`src/rtl/m_edge_mc.sv`:
```
// m_edge_mc: multi-channel edge detector with pulse stretcher and a
// saturating per-channel event counter with a sticky overflow flag.
// Optional embedded assertions are enabled with `define M_EDGE_MC_SVA_EN.
module m_edge_mc #(
  parameter int unsigned N       = 4,
  parameter int unsigned STRETCH = 2,
  parameter int unsigned CNT_W   = 8
) (
  input  logic               clk,
  input  logic               rst_n,
  input  logic [N-1:0]       in_signal,
  input  logic [2*N-1:0]     edge_sel,
  input  logic               clr_cnt,
  output logic [N-1:0]       out_signal,
  output logic [N*CNT_W-1:0] evt_cnt,
  output logic [N-1:0]       ovf
);

  localparam int unsigned     ST_W    = $clog2(STRETCH + 1);
  localparam logic [ST_W-1:0] ST_LOAD = ST_W'(STRETCH);

  logic                  primed;
  logic [N-1:0]          in_q;
  logic [N-1:0]          rise;
  logic [N-1:0]          fall;
  logic [N-1:0]          det;
  logic [ST_W-1:0]       st_cnt [N];
  logic [ST_W-1:0]       st_nxt [N];
  logic [CNT_W-1:0]      cnt    [N];

  // Edge detection per channel; suppressed until the first post-reset sample is taken
  always_comb begin
    rise = in_signal & ~in_q;
    fall = ~in_signal & in_q;
    det  = '0;
    for (int unsigned i = 0; i < N; i++) begin
      if (primed) begin
        unique case (edge_sel[2*i +: 2])
          2'b01:   det[i] = rise[i];
          2'b10:   det[i] = fall[i];
          2'b11:   det[i] = rise[i] | fall[i];
          default: det[i] = 1'b0;
        endcase
      end
    end
  end

  // Stretch counter next value: a detection reloads (retrigger extends, never adds)
  always_comb begin
    for (int unsigned i = 0; i < N; i++) begin
      st_nxt[i] = st_cnt[i];
      if (det[i])
        st_nxt[i] = ST_LOAD;
      else if (st_cnt[i] != '0)
        st_nxt[i] = st_cnt[i] - ST_W'(1);
    end
  end

  // Flatten per-channel counters onto the packed output bus
  always_comb begin
    evt_cnt = '0;
    for (int unsigned i = 0; i < N; i++)
      evt_cnt[i*CNT_W +: CNT_W] = cnt[i];
  end

  // State registers: input history, stretch, output pulse, counters and overflow
  always_ff @(posedge clk) begin
    if (!rst_n) begin
      primed     <= 1'b0;
      in_q       <= '0;
      out_signal <= '0;
      ovf        <= '0;
      for (int unsigned i = 0; i < N; i++) begin
        st_cnt[i] <= '0;
        cnt[i]    <= '0;
      end
    end else begin
      primed <= 1'b1;
      in_q   <= in_signal;
      for (int unsigned i = 0; i < N; i++) begin
        st_cnt[i]     <= st_nxt[i];
        out_signal[i] <= (st_nxt[i] != '0);
        // Clear wins over detection, but an event in the clear cycle is still counted
        if (clr_cnt) begin
          cnt[i] <= det[i] ? CNT_W'(1) : '0;
          ovf[i] <= 1'b0;
        end else if (det[i]) begin
          if (cnt[i] == '1)
            ovf[i] <= 1'b1;
          else
            cnt[i] <= cnt[i] + CNT_W'(1);
        end
      end
    end
  end

`ifdef M_EDGE_MC_SVA_EN
  assume property (@(posedge clk) !$isunknown(edge_sel));

  for (genvar g = 0; g < N; g++) begin : g_sva
    a_det_pulse: assert property (@(posedge clk) disable iff (!rst_n)
      det[g] |=> out_signal[g]);
    a_max_len: assert property (@(posedge clk) disable iff (!rst_n)
      (!det[g]) [*STRETCH] |=> !out_signal[g]);
    a_cnt_mono: assert property (@(posedge clk) disable iff (!rst_n)
      !clr_cnt |=> cnt[g] >= $past(cnt[g]));
    a_ovf_max: assert property (@(posedge clk) disable iff (!rst_n)
      $rose(ovf[g]) |-> cnt[g] == '1);
  end
`endif

endmodule

```
`config.mk`:
```
export PLATFORM = sky130hd
export DESIGN_NAME = m_edge_mc
export DESIGN_NICKNAME = d
export VERILOG_FILES = /design/src/rtl/m_edge_mc.sv
export SDC_FILE = /design/constraint.sdc
export NUM_CORES = 1
export LEC_CHECK = 0
export CAP_MARGIN = 20
export CORE_MARGIN = 1.5
export CORE_UTILIZATION = 46
export CTS_CLUSTER_DIAMETER = 50
export CTS_CLUSTER_SIZE = 28
export DETAILED_ROUTE_END_ITERATION = 10
export PLACE_DENSITY = 0.74
export SYNTH_ARGS = -nofsm -noshare
export SYNTH_HDL_FRONTEND = slang
export SYNTH_SLANG_ARGS = --single-unit
```
`constraint.sdc`:
```
create_clock -name clk -period 2.33 [get_ports clk]
set_clock_uncertainty 0.2 [all_clocks]
set_input_delay 0.233 -clock clk [delete_from_list [all_inputs] [get_ports clk]]
set_output_delay 0.233 -clock clk [all_outputs]
set_load 0.02 [all_outputs]
```
==> reports/results.md <==
| Stage | Quantity | This run |
|---|---|---|
| yosys | Area share of the leading cell type in the synthesized netlist | 36.54% |
| yosys | Compound-gate portion of the synthesized area | 11.37% |
| die | Std cell rows | 27 |
| yosys | Xor and xnor fraction of the mapped netlist area | 6.660% |
| yosys | Simple-gate portion of the synthesized area | 20.60% |
| yosys | Total of flip-flops plus latches after synthesis | 53 |
| pwr | Sequential cell fraction of total power | 54.7% |
| clock network | Number of clock sinks | 53 |
| die | Area of the die | 6180 µm² |
| die | Overall die height | 78.62 µm |
| layout | Area Overhead vs Synth | 31.92% |
| place | Post-detailed-placement cell area | 3354 µm² |
| pwr | Total power draw | 1977 µW |
| layout | Total number of nets in the final design | 347 |
| sta | Tmin final | 2039 ps |
| grt | Via count of the first global-routing pass | 1883 |
| pwr | Part of the total power dissipated in combinational logic | 13.7% |
| sta | Number of endpoints with negative hold slack in the final report | 0 |
| grt | First-pass GRT wire length | 8562 µm |
| grt | Pin count of the biggest net entering global routing | 23 |
| clock network | CTS tree | yes |
| clock network | Clock tree root driver cell | sky130_fd_sc_hd__clkbuf_8 |
| layout | Fill cells | 477 |
| yosys | Mux cell area share after synthesis | 0% |
| clock network | TritonCTS buffer count | 5 |
| detailed routing | Residual DRC | 0 |
| yosys | Total standard cell area after synthesis | 2630 µm² |
| yosys | Synth warn | 0 |
| clock network | CTS clock-pin slew for the worst setup and hold paths | 100 ps |
| yosys | Async set-reset flop share out of synthesis | 0% |
| detailed routing | Vias/cell | 5.089 |
| place | Total half-perimeter wirelength after legalization and detailed placement | 3790 µm |
| detailed routing | Detailed Routing Iterations Pass 1 | 4 |
| grt | Total global routing overflow | 0 |
| layout | Fraction of the core area covered by cells at the end of the flow | 63.01% |
| place | IO Port Bufs | 54 |
| sta | Final Slew Violations | 0 |
| clock network | Latest clock arrival within the worst-skew pair | 310 ps |
| sta | Fmax achieved | 490.5 MHz |
| detailed routing | Remaining antenna violation count | 0 |
| detailed routing | Aggregate routed wire length | 5093 µm |
| sta | Worst-margin pin slew | 362.3 ps |
| yosys | Net Count, Synth | 276 |
| layout | Fraction of layout cells with a size suffix above 1 | 9.969% |
| grt | GRT Total Usage | 17.72% |
| pwr | Switching power summed over all nets | 478.3 µW |
| worst setup path | Crit path arrival time | 1860 ps |
| pwr | VDD IR max | 413.6 µV |
| yosys | Biggest area consumer among synthesized cells | sky130_fd_sc_hd__edfxtp_1 |
| yosys | Main combinational cell family by area after synthesis | simple AND/OR/NAND/NOR gates |
| yosys | Number of enable-type register cells in the synthesized netlist | 32 |
| die | Die X-Extent | 78.62 µm |
| sta | Worst hold margin | 227.9 ps |
| sta | Final worst path period share | 87.50% |
| yosys | Post-Synth Adder-Cell Area | 5.709% |
| worst setup path | Data required time of the worst path | 2150 ps |
| clock network | CTS Buffer Depth | 2 |
| yosys | Prevailing post-synth register cell | sky130_fd_sc_hd__edfxtp_1 |
| yosys | Proportion of synthesized chip area in sequential cells | 52.52% |
| grt | Number of antenna violations at the first check in global routing | 0 |
| clock network | CTS H-Tree Depth | 2 |
| detailed routing | DRT iter0 DRCs | 97 |
| flow run | Max capacitance violation total | 0 |
| die | Initial core utilization | 47.76% |
| die | I/O pin cnt | 55 |
| clock network | Resized cells post-CTS | 0 |
| yosys | Post-synthesis cell count | 249 |
| pwr | Switching share of power | 24.19% |
| pwr | Cell area power density | 569.9 nW/µm² |
| detailed routing | Average wire per standard cell | 12.96 µm |
| worst setup path | Startpoint Class | flop |
| worst setup path | WS Path Type | flop to flop |
| yosys | Synth cell types | 41 |
| pwr | Share of total power in the clock network | 31.6% |
| worst setup path | Maximum fanout along the worst path | 8 |
| yosys | Top area cells in the synthesized netlist | sky130_fd_sc_hd__edfxtp_1 (37%), sky130_fd_sc_hd__dfxtp_1 (16%), sky130_fd_sc_hd__ha_1 (5.7%) |
| worst hold path | Worst Hold Class | flop to flop |
| clock network | Total of hold buffers inserted after clock tree synthesis | 0 |
| clock network | Number of post-CTS setup repair buffers | 0 |
| detailed routing | Via Count | 2000 |
| sta | Setup repair after global routing missed its margin | false |
| sta | Final setup violation count | 0 |
| place | Last weighted congestion value of the routability-driven placer | 0.7688 |
| pwr | Static Leak | 0.001326 µW |
| yosys | Synth Area per Inst | 10.56 µm² |
| sta | Max transition margin | 75.84% |
| pwr | Total internal power | 1499 µW |
| layout | Post-Layout Inst Area | 3470 µm² |
| status | Status | finished clean |
| layout | Number of antenna repair diodes | 0 |
| worst setup path | Critical Path Sink Type | flop |
| die | Core Box Area | 5507 µm² |
==> worst paths after layout <==
path	startpoint	to	slack (ps)	cells after the start
setup reg to reg	cnt[3][0]	cnt[3][7]	290	5
setup / recovery	cnt[3][0]	cnt[3][7]	290	5
hold reg to reg	st_cnt[1][0]	st_cnt[1][0]	230	1
hold / removal	st_cnt[1][0]	st_cnt[1][0]	230	1
==> registers in the layout, indices dropped and copies added, names as in the netlist <==
name / cells
out_signal: 4
st_cnt: 8
primed: 1
ovf: 4
in_q: 4
cnt: 32
==> worst max-delay path, cell delays in order, from the launching register on <==
cell,delay (ps)
sky130_fd_sc_hd__edfxtp_1,450
sky130_fd_sc_hd__ha_1,270
sky130_fd_sc_hd__and4_1,240
sky130_fd_sc_hd__and4_1,280
sky130_fd_sc_hd__o21ai_1,150
sky130_fd_sc_hd__buf_4,180
==> cells by family after synthesis <==
group	Yosys count
fa+ha+maj	12
simple gates	102
compound gates	42
buf+inv	20
xor+xnor	20
flops	53
==> metal layers <==
metal  GRT usage (%)  part of all wire, %  wire length [µm]
met2           29.48                   49              2481
met4           6.429                 0.96                49
met5               0                    0                 0
met3           4.186                  4.0               205
met1           22.37                   46              2356
==> stage by stage <==
| step | worst slack [ps] | cells | TNS, ps |
|---|---|---|---|
| global placement | 38.17 | 385 | 0 |
| CTS | 279.1 | 393 | 0 |
| detailed placement | -24.38 | 385 | -26.04 |
| finish | 291.3 | 393 | 0 |
| floorplan | 4.225 | 249 | 0 |
| global route | 158.7 | 393 | 0 |
==> power by group through the flow <==
stage               clock [µW]  combinational (µW)  sequential [µW]
finish                     625                 271             1080
global route               674                 293             1090
CTS                        638                 273             1080
detailed placement           0                 272             1100
global placement             0                 268             1100
floorplan                    0                91.2             1140
==> synth_stat cells, types with 2 or more instances <==
library cell	instances
sky130_fd_sc_hd__edfxtp_1	32
sky130_fd_sc_hd__nand2_1	22
sky130_fd_sc_hd__dfxtp_1	21
sky130_fd_sc_hd__nor2_1	17
sky130_fd_sc_hd__nor3_1	14
sky130_fd_sc_hd__inv_1	13
sky130_fd_sc_hd__ha_1	12
sky130_fd_sc_hd__xnor2_1	10
sky130_fd_sc_hd__xor2_1	10
sky130_fd_sc_hd__nand2b_1	9
sky130_fd_sc_hd__and3_1	8
sky130_fd_sc_hd__nand3_1	7
sky130_fd_sc_hd__a21boi_0	6
sky130_fd_sc_hd__and2_1	6
sky130_fd_sc_hd__o21ai_0	6
sky130_fd_sc_hd__o21ai_1	6
sky130_fd_sc_hd__nor3b_1	5
sky130_fd_sc_hd__a21boi_1	4
sky130_fd_sc_hd__o21a_1	4
sky130_fd_sc_hd__a31oi_1	3
sky130_fd_sc_hd__and4_1	3
sky130_fd_sc_hd__buf_2	3
sky130_fd_sc_hd__clkbuf_1	3
sky130_fd_sc_hd__nand4_1	3
sky130_fd_sc_hd__o21ai_2	3
sky130_fd_sc_hd__a21oi_1	2
sky130_fd_sc_hd__and4b_1	2
sky130_fd_sc_hd__o211a_1	2
==> cell usage in the layout (no fill, tap or decap), types with 3 or more instances in the layout <==
master and instances:
sky130_fd_sc_hd__clkdlybuf4s50_1 54, sky130_fd_sc_hd__edfxtp_1 32, sky130_fd_sc_hd__nand2_1 22, sky130_fd_sc_hd__dfxtp_1 21, sky130_fd_sc_hd__nor2_1 17, sky130_fd_sc_hd__buf_4 17
sky130_fd_sc_hd__nor3_1 14, sky130_fd_sc_hd__inv_1 13, sky130_fd_sc_hd__ha_1 12, sky130_fd_sc_hd__xor2_1 10, sky130_fd_sc_hd__xnor2_1 10, sky130_fd_sc_hd__nand2b_1 9
sky130_fd_sc_hd__o21ai_1 9, sky130_fd_sc_hd__and3_1 8, sky130_fd_sc_hd__nand3_1 7, sky130_fd_sc_hd__and2_1 6, sky130_fd_sc_hd__a21boi_0 6, sky130_fd_sc_hd__nor3b_1 5
sky130_fd_sc_hd__clkbuf_8 5, sky130_fd_sc_hd__a21boi_1 4, sky130_fd_sc_hd__o21a_1 4, sky130_fd_sc_hd__and4_1 3, sky130_fd_sc_hd__nand4_1 3, sky130_fd_sc_hd__o21ai_0 3
sky130_fd_sc_hd__o21ai_2 3, sky130_fd_sc_hd__a31oi_1 3
==> cell type report <==
type	instances	area, µm²	share of cell area [%]
clock buffers	5	68.82	1.983
clock inverters	3	46.29	1.334
inverters	13	48.80	1.406
multi-input cells	176	1166	33.61
flip-flops and latches	53	1381	39.81
well taps	72	90.09	2.596
repair buffers	71	668.1	19.26
Note: power is estimated with default switching activity, not from simulation.
